===== config.mk =====
export PLATFORM = sky130hd
export DESIGN_NAME = if_stage_flat
export DESIGN_NICKNAME = d
export VERILOG_FILES = /design/src/rtl/if_stage_pkg.sv /design/src/rtl/if_stage_if.sv /design/src/rtl/if_stage_pc_reg.sv /design/src/rtl/if_stage.sv /design/src/flat_wrapper.sv
export SDC_FILE = /design/constraint.sdc
export NUM_CORES = 1
export LEC_CHECK = 0
export BUFFER_PORTS_ARGS = -buffer_cell sky130_fd_sc_hd__clkbuf_2
export CAP_MARGIN = 20
export CORE_MARGIN = 3
export CORE_UTILIZATION = 46
export DETAILED_ROUTE_END_ITERATION = 6
export GPL_ROUTABILITY_DRIVEN = 0
export PLACE_DENSITY_LB_ADDON = 0.15
export SLEW_MARGIN = 0
export SYNTH_ARGS = -nofsm -noshare
export SYNTH_HDL_FRONTEND = slang
export SYNTH_SLANG_ARGS = --single-unit

===== constraint.sdc =====
create_clock -name clk -period 1.8 [get_ports clk]
set_input_delay 0.09 -clock clk [delete_from_list [all_inputs] [get_ports clk]]
set_output_delay 0.09 -clock clk [all_outputs]
set_load 0.05 [all_outputs]

===== src/rtl/if_stage_pkg.sv =====
// Shared definitions for the instruction-fetch stage: bus widths, control
// levels and the fetch FSM state encoding.
package if_stage_pkg;

  localparam int unsigned INST_ADDR_BUS = 32;
  localparam int unsigned INST_DATA_BUS = 32;

  localparam logic [INST_DATA_BUS-1:0] ZERO_WORD = 32'h0000_0000;

  localparam logic RST_ENABLE    = 1'b1;
  localparam logic CHIP_ENABLE   = 1'b1;
  localparam logic CHIP_DISABLE  = 1'b0;
  localparam logic STOP          = 1'b1;
  localparam logic NO_STOP       = 1'b0;

  typedef enum logic [1:0] {
    IF_RESET = 2'd0,
    IF_FETCH = 2'd1,
    IF_HOLD  = 2'd2
  } if_state_e;

endpackage


===== src/rtl/if_stage_if.sv =====
// Fetch-stage bundle: instruction-memory req/ack channel plus the if/id
// hand-off to decode (including decode's stall back-pressure).
interface if_stage_if;
  import if_stage_pkg::*;

  logic                     imem_ce_o;
  logic                     imem_req_o;
  logic [INST_ADDR_BUS-1:0] imem_addr_o;
  logic                     imem_ack_i;
  logic [INST_DATA_BUS-1:0] imem_data_i;

  logic [INST_ADDR_BUS-1:0] id_pc_o;
  logic [INST_DATA_BUS-1:0] id_inst_o;
  logic                     id_valid_o;
  logic                     stall_i;

  modport master (
    output imem_ce_o, imem_req_o, imem_addr_o,
    input  imem_ack_i, imem_data_i,
    output id_pc_o, id_inst_o, id_valid_o,
    input  stall_i
  );

  modport slave (
    input  imem_ce_o, imem_req_o, imem_addr_o,
    output imem_ack_i, imem_data_i,
    input  id_pc_o, id_inst_o, id_valid_o,
    output stall_i
  );

endinterface


===== src/rtl/if_stage_pc_reg.sv =====
// Program counter: restarts at RESET_PC and advances by PC_STEP (modulo 2^32)
// whenever the fetch stage hands an instruction to decode.
module if_stage_pc_reg
  import if_stage_pkg::*;
#(
  parameter logic [INST_ADDR_BUS-1:0] RESET_PC = 32'h0000_0000,
  parameter int unsigned              PC_STEP  = 4
) (
  input  logic                     clk,
  input  logic                     rst,
  input  logic                     advance_i,
  output logic [INST_ADDR_BUS-1:0] pc_o
);

  logic [INST_ADDR_BUS-1:0] pc_q;
  logic [INST_ADDR_BUS-1:0] pc_d;

  // Next pc: wraps silently past the top of the address space.
  always_comb begin
    pc_d = pc_q;
    if (advance_i) begin
      pc_d = pc_q + INST_ADDR_BUS'(PC_STEP);
    end else begin
      pc_d = pc_q;
    end
  end

  // Pc register with synchronous reset.
  always_ff @(posedge clk) begin
    if (rst == RST_ENABLE) begin
      pc_q <= RESET_PC;
    end else begin
      pc_q <= pc_d;
    end
  end

  assign pc_o = pc_q;

endmodule


===== src/rtl/if_stage.sv =====
// Instruction-fetch stage: issues one req/ack fetch per instruction, parks an
// acked word in a hold buffer while decode stalls, and fills gaps with NOPs.
module if_stage
  import if_stage_pkg::*;
#(
  parameter logic [INST_ADDR_BUS-1:0] RESET_PC = 32'h0000_0000,
  parameter int unsigned              PC_STEP  = 4
) (
  input  logic        clk,
  input  logic        rst,
  if_stage_if.master  bus
);

  if_state_e                state_q, state_d;
  logic [INST_ADDR_BUS-1:0] pc_s;
  logic                     advance_s;
  logic [INST_DATA_BUS-1:0] hold_buf_q, hold_buf_d;
  logic [INST_ADDR_BUS-1:0] id_pc_q, id_pc_d;
  logic [INST_DATA_BUS-1:0] id_inst_q, id_inst_d;
  logic                     id_valid_q, id_valid_d;
  logic                     ce_s, req_s;

  if_stage_pc_reg #(
    .RESET_PC (RESET_PC),
    .PC_STEP  (PC_STEP)
  ) u_pc_reg (
    .clk       (clk),
    .rst       (rst),
    .advance_i (advance_s),
    .pc_o      (pc_s)
  );

  // Next-state, if/id update and memory-control decode.
  always_comb begin
    state_d    = state_q;
    hold_buf_d = hold_buf_q;
    id_pc_d    = id_pc_q;
    id_inst_d  = id_inst_q;
    id_valid_d = id_valid_q;
    advance_s  = 1'b0;
    ce_s       = CHIP_DISABLE;
    req_s      = 1'b0;
    case (state_q)
      IF_RESET: begin
        state_d = IF_FETCH;
      end
      IF_FETCH: begin
        ce_s  = CHIP_ENABLE;
        req_s = 1'b1;
        if (bus.imem_ack_i) begin
          if (bus.stall_i == NO_STOP) begin
            id_pc_d    = pc_s;
            id_inst_d  = bus.imem_data_i;
            id_valid_d = 1'b1;
            advance_s  = 1'b1;
          end else begin
            hold_buf_d = bus.imem_data_i;
            state_d    = IF_HOLD;
          end
        end else if (bus.stall_i == NO_STOP) begin
          // No word yet: present a bubble tagged with the pending pc.
          id_pc_d    = pc_s;
          id_inst_d  = ZERO_WORD;
          id_valid_d = 1'b0;
        end else begin
          state_d = IF_FETCH;
        end
      end
      IF_HOLD: begin
        ce_s = CHIP_ENABLE;
        if (bus.stall_i == NO_STOP) begin
          id_pc_d    = pc_s;
          id_inst_d  = hold_buf_q;
          id_valid_d = 1'b1;
          advance_s  = 1'b1;
          state_d    = IF_FETCH;
        end else begin
          state_d = IF_HOLD;
        end
      end
      default: begin
        state_d = IF_RESET;
      end
    endcase
    // Reset abandons any outstanding request in the same cycle.
    if (rst == RST_ENABLE) begin
      ce_s      = CHIP_DISABLE;
      req_s     = 1'b0;
      advance_s = 1'b0;
    end else begin
      advance_s = advance_s;
    end
  end

  // State, hold buffer and if/id output registers.
  always_ff @(posedge clk) begin
    if (rst == RST_ENABLE) begin
      state_q    <= IF_RESET;
      hold_buf_q <= ZERO_WORD;
      id_pc_q    <= ZERO_WORD;
      id_inst_q  <= ZERO_WORD;
      id_valid_q <= 1'b0;
    end else begin
      state_q    <= state_d;
      hold_buf_q <= hold_buf_d;
      id_pc_q    <= id_pc_d;
      id_inst_q  <= id_inst_d;
      id_valid_q <= id_valid_d;
    end
  end

  assign bus.imem_ce_o   = ce_s;
  assign bus.imem_req_o  = req_s;
  assign bus.imem_addr_o = pc_s;
  assign bus.id_pc_o     = id_pc_q;
  assign bus.id_inst_o   = id_inst_q;
  assign bus.id_valid_o  = id_valid_q;

endmodule


===== src/flat_wrapper.sv =====
// flat-port wrapper written by rule: the top's interface ports become plain ports
module if_stage_flat import if_stage_pkg::*;
#(
  parameter logic [INST_ADDR_BUS-1:0] RESET_PC = 32'h0000_0000,
  parameter int unsigned              PC_STEP  = 4
)
  (clk, rst, bus_imem_ce_o, bus_imem_req_o, bus_imem_addr_o, bus_imem_ack_i, bus_imem_data_i, bus_id_pc_o, bus_id_inst_o, bus_id_valid_o, bus_stall_i);
  if_stage_if bus_i ();
  input  logic clk;
  input  logic rst;
  output wire logic [$bits(bus_i.imem_ce_o)-1:0] bus_imem_ce_o;
  output wire logic [$bits(bus_i.imem_req_o)-1:0] bus_imem_req_o;
  output wire logic [$bits(bus_i.imem_addr_o)-1:0] bus_imem_addr_o;
  input wire logic [$bits(bus_i.imem_ack_i)-1:0] bus_imem_ack_i;
  input wire logic [$bits(bus_i.imem_data_i)-1:0] bus_imem_data_i;
  output wire logic [$bits(bus_i.id_pc_o)-1:0] bus_id_pc_o;
  output wire logic [$bits(bus_i.id_inst_o)-1:0] bus_id_inst_o;
  output wire logic [$bits(bus_i.id_valid_o)-1:0] bus_id_valid_o;
  input wire logic [$bits(bus_i.stall_i)-1:0] bus_stall_i;
  assign bus_imem_ce_o = bus_i.imem_ce_o;
  assign bus_imem_req_o = bus_i.imem_req_o;
  assign bus_imem_addr_o = bus_i.imem_addr_o;
  assign bus_i.imem_ack_i = bus_imem_ack_i;
  assign bus_i.imem_data_i = bus_imem_data_i;
  assign bus_id_pc_o = bus_i.id_pc_o;
  assign bus_id_inst_o = bus_i.id_inst_o;
  assign bus_id_valid_o = bus_i.id_valid_o;
  assign bus_i.stall_i = bus_stall_i;
  if_stage #(.RESET_PC(RESET_PC), .PC_STEP(PC_STEP)) u_core (.clk(clk), .rst(rst), .bus(bus_i));
endmodule

==> flow_metrics.tcl <==
set metrics [dict create \
    critical-path-top-delay-family "buffers and inverters" \
    hold_viol_final 0 \
    layout_common_cells "nand2_1 (165), clkbuf_2 (128), a21oi_1 (109)" \
    fmax_mhz 528.4 \
    r2r_cells 9 \
    die_y_um 114.1 \
    cts_buffer_depth 2 \
    overflow 0 \
    setup_viol 15 \
    cts_tree "yes" \
    area_growth_pct 41.79 \
    firstDrtPassIters 5 \
    rr_endpoint "u_core.u_pc_reg.pc_o[12]" \
    holdPathStages 3 \
    p_leak_nw 3.111 \
    nets 909 \
    fin_crit_sh_pct 105.1 \
    drtAntennaViolNets 0 \
    drive_gt1_share_pct 30.91 \
    min_from "rst" \
    critPathBufInv 4 \
    die_x_um 114.1 \
    grt_max_degree 82 \
    cap_violations 0 \
    die_area_um2 13010 \
    hpwl_um 9255 \
    hold_class "in2reg" \
    placed_area_um2 6332 \
    cp-start-kind "flop" \
    synth_edf_count 0 \
    ios 135 \
    grt.met1_usage_pct 26.31 \
    power.density_nw_per_um2 1087 \
    cts.htree.levels 4 \
    numCtsBuffers 17 \
    timing.rr.start "u_core.state_q[0]" \
    clkSlewWorstSetupHoldPaths_ns 0.05 \
    rsz0062_at_grt "true" \
    fin_ws_ns -0.09255 \
    cp-end-kind "flop" \
    synthesis.area_um2 5371 \
    rows 38 \
    yosysWarnings 0 \
    grt_pass1_wl_um 23400 \
    wl_per_cell_um 14.97 \
    criticalPathCategory "reg2reg" \
    async_flop_share_pct 0 \
    vias 5504 \
    cts_sinks 127 \
    ys_types 45 \
    layout_min_cycle_time_ns 1.893 \
    final_cell_area_um2 7616 \
    wl_um 15270 \
    start_util_pct 48.28 \
    first_global_vias 5051 \
    max_slew.worst_pin.slew_ns 0.8648 \
    viasPerCell 5.396 \
    slew_headroom_pct 42.35 \
    max_stage_delay_ns 0.35 \
    track_usage_pct 21.88 \
    port-buffer-count 130 \
    fin_util_pct 68.45 \
    finalClockSkew_ns 0.01084 \
    drtIter0Drc 414 \
    final_cells 1020 \
    synth-main-ff-cell "dfxtp_1" \
    clk_latency_ns 0.42 \
    ys_ff_latch 127 \
    root_buffer "clkbuf_16" \
    hold_end "u_core.u_pc_reg.pc_o[26]" \
    use_met3_pct 5.285 \
    slew_violations 0 \
    violations "negative setup slack" \
    slowest_stage "dfxtp_2" \
    avgSynthCellArea_um2 7.729 \
    hold_slack_ns 0.1664 \
    antenna_found_initial 0 \
    crit_top_cell "buf_4" \
    seq_area_frac_synth_pct 47.33 \
    pre_cts_slack_ns -0.07425 \
    status "finished, violations left" \
    crit_path_max_fanout 10 \
    diodes 0 \
    critical_path.cell_chain "buf_4 > ha_2 > a21o_1 > buf_4 > nand4_4 > buf_4 > clkbuf_16 > or3_1 > a21oi_2" \
    ff2ff_setup_slack_ns -0.09 \
    coreArea_um2 11130 \
    dp.cells 946 \
    required_ns 2.15 \
    use_met2_pct 37.98 \
    arrival_ns 2.24 \
    final_common_cell "nand2_1" \
    synth_cells 695 \
    ir_drop_v 0.0009538 \
    busiest_layer "met2" \
    drc 0 \
]
[registers in the layout (all words and copies together) (netlist names)]
name	cells
u_core.hold_buf_q	32
u_core.bus.id_inst_o	32
u_core.state_q	2
u_core.u_pc_reg.pc_o	30
u_core.bus.id_valid_o	1
u_core.bus.id_pc_o	30
[kinds of logic (layout without fill, tap and decap cells)]
group / Yosys count / count (layout) / share of synthesized area, %
AOI/OAI and AO/OA: 180 / 180 / 19.17
xor gates and xnor gates: 6 / 6 / 0.9785
adders and majority gates: 6 / 6 / 1.398
buffers and inverters: 66 / 248 / 5.474
DFF: 127 / 127 / 47.33
muxes: 2 / 2 / 0.3960
other: 1 / 4 / 0.06981
and+or+nand+nor: 307 / 307 / 25.18
[final cells by class]
cell class	count	area, um^2
well taps	140	175.2
inverters	7	28.78
multi-input cells	505	2719
repair buffers	209	1453
flip-flops and latches	127	2579
clock buffers	24	513.0
fillers	913	3510
clock inverters	8	148.9
[per-stage QoR]
stage / TNS [ns] / total power, mW
floorplan: 0 / 4.016
global placement: -0.008754 / 4.335
detailed placement: -0.2661 / 4.365
CTS: -0.2154 / 8.194
global route: -2.117 / 8.575
finish: -0.5922 / 8.279
[worst min-delay path: stages]
cell and delay [ns]:
buf_4 0.11, buf_4 0.27, a21oi_2 0.06
[worst max path at each step]
stage | startpoint | endpoint | slack, ns | depth (start not counted)
6_report | u_core.state_q[0] | u_core.u_pc_reg.pc_o[12] | -0.09 | 9
3_5_place_dp | u_core.state_q[0] | u_core.u_pc_reg.pc_o[20] | -0.07 | 7
5_1_grt | u_core.state_q[0] | u_core.u_pc_reg.pc_o[20] | -0.15 | 8
3_3_place_gp | u_core.state_q[1] | u_core.u_pc_reg.pc_o[20] | -0.009 | 7
2_1_floorplan | u_core.state_q[0] | u_core.u_pc_reg.pc_o[31] | 0.01 | 7
4_1_cts | u_core.state_q[1] | u_core.u_pc_reg.pc_o[20] | -0.09 | 7
[report_power, final]
| group | internal (mW) | switching [mW] |
|---|---|---|
| clock network | 2.55 | 1.23 |
| registers | 2.96 | 0.0809 |
| logic | 0.473 | 0.990 |
[cell usage after synthesis (all sizes together) (8+ instances only)]
| cell type | n | area share, % |
|---|---|---|
| o31ai | 10 | 1.4 |
| o21ai | 12 | 1.1 |
| nand3 | 9 | 0.93 |
| nand4 | 8 | 1.0 |
| nor2 | 79 | 5.5 |
| buf | 25 | 2.6 |
| dfxtp | 127 | 47 |
| nand2 | 165 | 12 |
| or4 | 10 | 1.4 |
| or3 | 10 | 1.2 |
| a211oi | 32 | 4.5 |
| a21oi | 118 | 11 |
| clkbuf | 34 | 2.4 |
[timing repair]
action                                 4_1_cts  5_1_grt
setup buffers                                1        5
endpoints found under the hold margin       32        0
pin swaps                                    1       19
setup endpoints to repair                   12       43
gates cloned                                 0        4
hold buffers                                32        0
gates resized for setup                      2       40
[metal layers]
metal  wire (um)  share of wire [%]
met1        6373                 42
met4         273                1.8
met5           0                  0
met2        7826                 51
met3         793                5.2
Note: power is estimated with default switching activity, not from simulation.
